[config.mk]
export PLATFORM = sky130hd
export DESIGN_NAME = v_insn_queue
export DESIGN_NICKNAME = d
export VERILOG_FILES = /design/src/rtl/v_pkg.sv /design/src/rtl/v_insn_queue_ram.sv /design/src/rtl/v_insn_queue.sv
export SDC_FILE = /design/constraint.sdc
export NUM_CORES = 1
export LEC_CHECK = 0
export ABC_AREA = 0
export CORE_MARGIN = 4
export CORE_UTILIZATION = 30
export CTS_CLUSTER_DIAMETER = 100
export DETAILED_ROUTE_END_ITERATION = 10
export PLACE_DENSITY = 0.59
export SLEW_MARGIN = 30
export SYNTH_ARGS = -nofsm -noshare
export SYNTH_HDL_FRONTEND = slang
export SYNTH_HIERARCHICAL = 1
export SYNTH_SLANG_ARGS = --single-unit
[constraint.sdc]
create_clock -name clk -period 9.4 [get_ports clk]
set_input_delay 2.82 -clock clk [delete_from_list [all_inputs] [get_ports clk]]
set_output_delay 2.82 -clock clk [all_outputs]
set_load 0.05 [all_outputs]
[src/rtl/v_pkg.sv]
// Shared types for the v core.
// pc_t / insn_t / insn_queue_entry_t describe a fetched instruction at the
// default PC width. V_INSN_QUEUE_N_DEFAULT is the default instruction queue
// depth.
package v_pkg;

  localparam int V_PC_W                 = 32;
  localparam int V_INSN_QUEUE_N_DEFAULT = 4;

  typedef logic [V_PC_W-1:0] pc_t;
  typedef logic [31:0]       insn_t;

  typedef struct packed {
    pc_t   pc;
    insn_t insn;
  } insn_queue_entry_t;

endpackage

[src/rtl/v_insn_queue_ram.sv]
// Storage array for v_insn_queue.
// N entries of W bits, one synchronous write port and one asynchronous read
// port. Contents are not reset.
// Ports: clk, we/waddr/wdata (write port), raddr/rdata (read port).
module v_insn_queue_ram #(
  parameter int N  = 4,
  parameter int W  = 64,
  parameter int AW = $clog2(N)
) (
  input  logic          clk,
  input  logic          we,
  input  logic [AW-1:0] waddr,
  input  logic [W-1:0]  wdata,
  input  logic [AW-1:0] raddr,
  output logic [W-1:0]  rdata
);

  logic [W-1:0] mem [N];

  always_ff @(posedge clk) begin
    if (we) mem[waddr] <= wdata;
  end

  assign rdata = mem[raddr];

endmodule

[src/rtl/v_insn_queue.sv]
// Decoupling instruction queue between fetch and decode.
// Buffers up to N {pc, insn} pairs in order, with valid/ready handshakes on
// both sides, a synchronous flush for redirects, and an occupancy output so
// fetch can throttle before the queue fills.
// Ports:
//   clk, rst                      clock, synchronous active-high reset
//   push_vld/push_rdy/push_pc/push_insn  fetch side
//   pop_vld/pop_rdy/pop_pc/pop_insn      decode side
//   flush                         discard all entries this cycle
//   occ                           current entry count, 0..N
// Optional feature: define V_INSN_QUEUE_BYPASS_EN to let a push into an
// empty queue appear on the pop side in the same cycle.
module v_insn_queue
  import v_pkg::*;
#(
  parameter int N    = V_INSN_QUEUE_N_DEFAULT,
  parameter int PC_W = 32
) (
  input  logic                   clk,
  input  logic                   rst,
  input  logic                   push_vld,
  input  logic [PC_W-1:0]        push_pc,
  input  logic [31:0]            push_insn,
  output logic                   push_rdy,
  output logic                   pop_vld,
  output logic [PC_W-1:0]        pop_pc,
  output logic [31:0]            pop_insn,
  input  logic                   pop_rdy,
  input  logic                   flush,
  output logic [$clog2(N+1)-1:0] occ
);

  localparam int AW = $clog2(N);
  localparam int PW = AW + 1;
  localparam int OW = $clog2(N + 1);
  localparam int EW = PC_W + 32;

  localparam logic [PW-1:0] PTR_ONE = PW'(1);
  localparam logic [OW-1:0] OCC_ONE = OW'(1);

  logic [PW-1:0] wr_ptr;
  logic [PW-1:0] rd_ptr;
  logic          empty;
  logic          full;
  logic          byp;
  logic          push_fire;
  logic          pop_fire;
  logic          wr_en;
  logic          rd_inc;
  logic [EW-1:0] rd_entry;
  insn_t         head_insn;

  // Pointers carry an extra wrap bit so full and empty are distinguishable.
  assign empty = (wr_ptr == rd_ptr);
  assign full  = (wr_ptr[AW-1:0] == rd_ptr[AW-1:0]) && (wr_ptr[AW] != rd_ptr[AW]);

  assign push_rdy = !full && !flush && !rst;

`ifdef V_INSN_QUEUE_BYPASS_EN
  // An offered push into an empty queue is presented straight to decode.
  assign byp = empty && push_vld && !flush && !rst;
  assign pop_vld  = (!empty || byp) && !flush && !rst;
  assign pop_pc   = byp ? push_pc   : rd_entry[EW-1:32];
  assign head_insn = byp ? push_insn : rd_entry[31:0];
`else
  assign byp = 1'b0;
  assign pop_vld  = !empty && !flush && !rst;
  assign pop_pc   = rd_entry[EW-1:32];
  assign head_insn = rd_entry[31:0];
`endif
  assign pop_insn = head_insn;

  assign push_fire = push_vld && push_rdy;
  assign pop_fire  = pop_vld && pop_rdy;

  // A bypassed entry that decode takes immediately is never stored, and a
  // bypass pop does not consume a stored entry.
  assign wr_en  = push_fire && !(byp && pop_rdy);
  assign rd_inc = pop_fire && !byp;

  v_insn_queue_ram #(
    .N  (N),
    .W  (EW),
    .AW (AW)
  ) u_ram (
    .clk   (clk),
    .we    (wr_en),
    .waddr (wr_ptr[AW-1:0]),
    .wdata ({push_pc, push_insn}),
    .raddr (rd_ptr[AW-1:0]),
    .rdata (rd_entry)
  );

  always_ff @(posedge clk) begin
    if (rst) begin
      wr_ptr <= '0;
      rd_ptr <= '0;
      occ    <= '0;
    end else if (flush) begin
      rd_ptr <= wr_ptr;
      occ    <= '0;
    end else begin
      if (wr_en)  wr_ptr <= wr_ptr + PTR_ONE;
      if (rd_inc) rd_ptr <= rd_ptr + PTR_ONE;
      case ({wr_en, rd_inc})
        2'b10:   occ <= occ + OCC_ONE;
        2'b01:   occ <= occ - OCC_ONE;
        default: occ <= occ;
      endcase
    end
  end

endmodule

==> metrics.md, run 1 <==
| Metric | Value |
|---|---|
| Status | `finished clean` |
| WL/cell | `between 15 and 20 um` |
| Seq/Total Area, Yosys | `78.7%` |
| Top cell type's share of synthesized area | `between 70 and 80%` |
| DP HPWL | `between 10000 and 15000 um` |
| CTS Sinks | `265` |
| Largest net degree at the start of global routing | `65` |
| Worst setup EP type | `output port` |
| PD cells | `around 210 mW/mm^2` |
| Synth Instances | `between 400 and 500` |
| DRT antenna net count | `0` |
| Syn_area_per_cell | `24.4 um^2` |
| Routed vias/inst | `between 4 and 5` |
| RSZ-0062 raised after global routing | `no` |
| Startpoint types | `primary input` |
| Die height | `191 um` |
| CTS clk-pin slew, worst paths | `~0.06 ns` |
| Synth warn | `6` |
| Die width | `191 um` |
| Post-CTS Setup Inserts | `0` |
| Area of the die | `about 0.036 mm^2` |
| Layout Skew | `a little under 0.008 ns` |
| Post-synth ARST share | `0%` |
| Place WS | `approximately 1.7 ns` |
| Core box area | `roughly 0.033 mm^2` |
| GRT Util Overall | `about a tenth` |
| Htree depth | `1` |
| Fin nets | `between 600 and 700` |
| Clock root cell | `clkbuf_16` |
| Worst Setup Path Type | `primary input to output port` |
| Worst Hold Launch | `occ[2]` |
| Synth top area cells | `edfxtp_1 (77%), mux4_2 (14%), dfxtp_1 (1.8%)` |
| Crit-path max FO | `10` |
| CTS tree | `done` |
| Area of the multi-input gates | `between 0.0015 and 0.002 mm^2` |
| Initial DRC Count | `174` |
| Worst slew pin tran | `a little over 0.8 ns` |
| Req. time, crit path | `between 6 and 7 ns` |
| Start of the worst register-to-register path | `rd_ptr[1]` |
| VDD IR max | `around 0.13 mV` |
| Mapped cell area | `between 0.01 and 0.015 mm^2` |
| Most Used Layer, Global Route | `met2` |
| FP Rows | `66` |
| Fillers | `2948` |
| Initial antenna violation count | `0` |
| Main flop type after synthesis | `edfxtp_1` |
| First-pass GRT wire length | `approximately 30000 um` |
| Routed WL | `roughly 19000 um` |
| Clk_lat worst skew | `roughly 0.52 ns` |
| Share of cells above drive strength 1 | `between 20% and 30%` |
| CP startpoint | `flush` |
| GR Overflow Total | `0` |
| Dpl cells | `between 900 and 1000` |
| Unique cell type count in the Yosys netlist | `between 40 and 50` |
| Setup TNS | `0 ns` |
| Final Setup Violations | `0` |
| CTS Buf Count | `28` |
| Post-synthesis net count | `483` |
| P&R area growth vs syn | `28.4%` |
| Synth area leader | `edfxtp_1` |
| Max Root-Sink Buffers | `3` |
| Resize count post-CTS | `0` |
| Final period utilization | `a little over 80%` |
| Vias in the first global route | `between 5000 and 6000` |
| Max Cap Violations | `0` |
| Number of remaining DRC errors | `0` |
| Met1 GRT Util | `13.5%` |
| Final max-slew violation count | `0` |
| # IOs | `roughly 140` |
| Min Tclk post-route | `roughly 7.7 ns` |
| Cts-stage hold buffer count | `0` |
| Non-Filler Instances | `approximately 1000` |
| Number of synthesized flops with an enable pin | `~260` |
| Met3 usage in global routing | `between 2 and 3%` |
| Yosys reg bits | `265` |
| ANT cells | `0` |
| Most common cell in the netlist | `edfxtp_1` |
| FF+latch area | `between 0.007 and 0.008 mm^2` |
| Via count | `4623` |
| CP arrival | `around 4.9 ns` |
| Met2 usage | `between 10% and 20%` |
| Final GP Congestion | `~0.70` |
| Max-slew headroom | `a little under half` |
| Drt pass-1 iters | `4` |
| Starting density of the core | `around 30%` |
| Most frequent cells after synthesis | `edfxtp_1 (256), mux4_2 (60), dfxtp_1 (9)` |
| Hold Crit Class | `register to register` |
| Port Buffers | `between 100 and 150` |
| Fmax | `between 100 and 150 MHz` |
| P_leak | `0.00397 uW` |
| Hold Vio Cnt, Final | `0` |
| Worst Slack Setup Final | `about 1.7 ns` |
routing by layer:
layer / vias up / routed length (um)
li1: 2057 / -
met1: 2415 / 8060
met2: 118 / 9540
met3: 33 / 1120
met4: 0 / 377
met5: - / 0
power by group:
| group | internal (uW) | total, uW | switching, uW |
|---|---|---|---|
| clock | 717 | 1150 | 432 |
| combinational | 95.4 | 225 | 130 |
| sequential | 1310 | 1320 | 11.3 |
| total | 2120 | 2690 | 573 |
flip-flops by register name (all words and copies together), names as in the netlist:
register / flops
occ: 3
u_ram/mem: 256
wr_ptr: 3
rd_ptr: 3
kinds of logic (layout without fill, tap and decap cells):
family | count (synthesis) | after routing | share of synthesized area (%)
DFF | 265 | 265 | 78.7
muxes | 70 | 70 | 15.2
and+or+nand+nor | 28 | 28 | 1.58
buffers and inverters | 23 | 202 | 2.03
AOI/OAI and AO/OA | 14 | 14 | 1.19
xor gates and xnor gates | 6 | 6 | 0.751
adders and majority gates | 4 | 4 | 0.576
cell type report:
type	instances	share of cell area, %
Sequential cell	265	61.3
Multi-Input combinational cell	122	15.2
Timing Repair Buffer	144	11.3
Clock buffer	35	5.98
Tap cell	442	4.31
Clock inverter	17	1.72
Inverter	6	0.175
layout by cell type (no fill, tap or decap), drive strengths merged, types with 5 or more instances in the layout:
cell             n
buf              7
bufinv           5
clkbuf          35
clkdlybuf4s50  137
clkinv           8
dfxtp            9
edfxtp         256
inv              7
mux4            64
nor2             8
stage by stage:
step                      hold slack [ns]  total power [uW]  area, um^2  util (%)
after global placement              0.485              1570       11800      36.1
after detailed placement            0.493              1580       11900      36.2
final                               0.508              2690       12800      39.3
after floorplan                     0.532              1490       10000         -
after global routing                0.548              2800       12800      39.3
after CTS                           0.507              2730       12800      39.3
path summary, 6_finish.rpt:
check             cells past startpoint          endpoint  slack, ns
hold reg to reg                       2            occ[2]       0.51
setup / recovery                      4           pop_vld       1.69
setup reg to reg                      6  u_ram/mem[1][59]       6.18
hold / removal                        2            occ[2]       0.51
critical path, stage by stage:
cell,delay (ns)
clkdlybuf4s50_1,0.59
or2_2,0.42
a31oi_1,0.21
clkdlybuf4s50_1,0.84
Power figures use the tool's default switching activity.
==> inputs of run 2 (changes only) <==
Clock period 9.4 ns to 7.8 ns, I/O delays scaled along.
==> run 2 against run 1 <==
Sequential power is 20% higher. Highest routed layer unchanged. Sequential share of layout area rose by 0.072 points. Register-to-register slack got worse by 1.4 ns. Count of clock-buffer cells in the layout rose by 5. Clock skew is 0.0089 ns higher. Wire length up 1.2%.
==> metrics.md, run 2 (synthesis results as in run 1) <==
| Metric | Value |
|---|---|
| CTS Buf Count | `29` |
| FP Rows | `66` |
| Via count | `between 4000 and 5000` |
| Max Cap Violations | `0` |
| Layout Skew | `0.0169 ns` |
| CTS Sinks | `around 270` |
| PD cells | `roughly 250 mW/mm^2` |
| First-pass GRT wire length | `29700 um` |
| # IOs | `between 100 and 150` |
| Clk_lat worst skew | `~0.53 ns` |
| Largest Register | `u_ram/mem` |
| GRT Util Overall | `approximately a tenth` |
| Min Tclk post-route | `6.75 ns` |
| Core box area | `0.0327 mm^2` |
| WL/cell | `between 15 and 20 um` |
| Final max-slew violation count | `0` |
| Routed vias/inst | `4.49` |
| Max Root-Sink Buffers | `3` |
| CP arrival | `between 4 and 5 ns` |
| Final period utilization | `approximately 87%` |
| Initial DRC Count | `around 230` |
| Drt pass-1 iters | `4` |
| Htree depth | `1` |
| Die width | `between 150 and 200 um` |
| Design area | `0.0128 mm^2` |
| Commonest non-fill, non-tap cell in the layout | `edfxtp_1` |
| Share of cells above drive strength 1 | `a little over a fifth` |
| DP HPWL | `around 12000 um` |
| Crit-path max cell delay | `around 0.84 ns` |
| CP dominant cell by count | `clkdlybuf4s50_1` |
| Crit-path cells | `clkdlybuf4s50_1 > or2_2 > a31oi_1 > clkdlybuf4s50_1` |
| Vias in the first global route | `between 5000 and 6000` |
| Clock root cell | `clkbuf_16` |
| Final core utilization | `just under 40%` |
| Fmax | `roughly 150 MHz` |
| Cell family with most CP delay | `buffers and inverters` |
| Final GP Congestion | `0.701` |
| WP buf/inv | `2` |
| Die height | `approximately 190 um` |
| FF-to-FF setup slack | `4.78 ns` |
| Total power | `about 3200 uW` |
| Status | `finished clean` |
| Initial antenna violation count | `0` |
| CTS tree | `done` |
| VDD IR max | `around 0.16 mV` |
| Routed WL | `slightly below 20000 um` |
| Fin nets | `between 600 and 700` |
| P&R area growth vs syn | `28.2%` |
| Number of remaining DRC errors | `0` |
| Port Buffers | `about 140` |
| Worst Setup Path Type | `primary input to output port` |
| DP Area | `around 0.012 mm^2` |
| Hold_ws | `approximately 0.50 ns` |
| Hold Vio Cnt, Final | `0` |
| Max-slew headroom | `about three fifths` |
| Worst slew pin tran | `0.606 ns` |
| Most frequent cells in the layout | `edfxtp_1 (256), clkdlybuf4s50_1 (137), mux4_2 (60)` |
| Req. time, crit path | `5.46 ns` |
| Hold Crit Class | `register to register` |
| Cts-stage hold buffer count | `0` |
| Area of the die | `about 0.036 mm^2` |
| ANT cells | `0` |
| P_leak | `roughly 0.0040 uW` |
| Worst setup EP type | `output port` |
| Setup TNS | `0 ns` |
| Number of flip-flops in the largest register | `~260` |
| CTS clk-pin slew, worst paths | `0.05 ns` |
| Largest net degree at the start of global routing | `40` |
| DRT antenna net count | `0` |
| Resize count post-CTS | `0` |
| Crit-path max FO | `10` |
| RSZ-0062 raised after global routing | `no` |
| Starting density of the core | `a little under a third` |
| GR Overflow Total | `0` |
| Post-CTS Setup Inserts | `0` |
| Startpoint types | `primary input` |
| Final Setup Violations | `0` |
| Critical path's slowest cell | `clkdlybuf4s50_1` |
-- run 2: cell types whose count changed in the layout (fill, tap and decap cells not counted), sizes merged --
cell and change:
buf +1, clkbuf +5, bufinv -2, clkinvlp -2
-- run 2: stage by stage --
stage,instances,setup slack [ns]
floorplan,410,1.78
global placement,977,1.12
detailed placement,980,1.06
CTS,1033,1.04
global route,1033,0.946
finish,1033,1.05
-- run 2: path summary, 6_finish.rpt --
path | start | endpoint | cells after the start
worst max-delay path | flush | pop_vld | 4
worst min-delay path | occ[2] | occ[2] | 2
worst max register to register | rd_ptr[1] | u_ram/mem[2][10] | 5
worst min register to register | occ[2] | occ[2] | 2
-- run 2: power breakdown --
group          switching [uW]  total, uW  internal (uW)
clock network             502       1310            807
logic                     158        275            117
registers                11.8       1590           1580
total                     672       3180           2500
-- run 2: routing by layer --
metal | part of all wire (%) | GRT usage, % | up-vias
met2 | 52 | 18.3 | 117
met1 | 40 | 12.9 | 2423
li1 | - | - | 2073
met5 | 0 | 0 | -
met4 | 1.5 | 2.51 | 0
met3 | 6.2 | 2.97 | 28
-- run 2: tightest hold or removal path, delay by kind of cell, from the launching register on --
family,cells,cell delay [ns]
flip-flops,1,0.33
AO/OA/AOI/OAI,2,0.13
-- run 2: area by class of cell --
cell class	instances	area [um^2]
clock inverter	13	139
sequential	265	7880
multi-input combinational	122	1950
fill	2974	19900
tap	442	553
inverter	6	22.5
clock buffer	40	797
timing repair buffer	145	1480
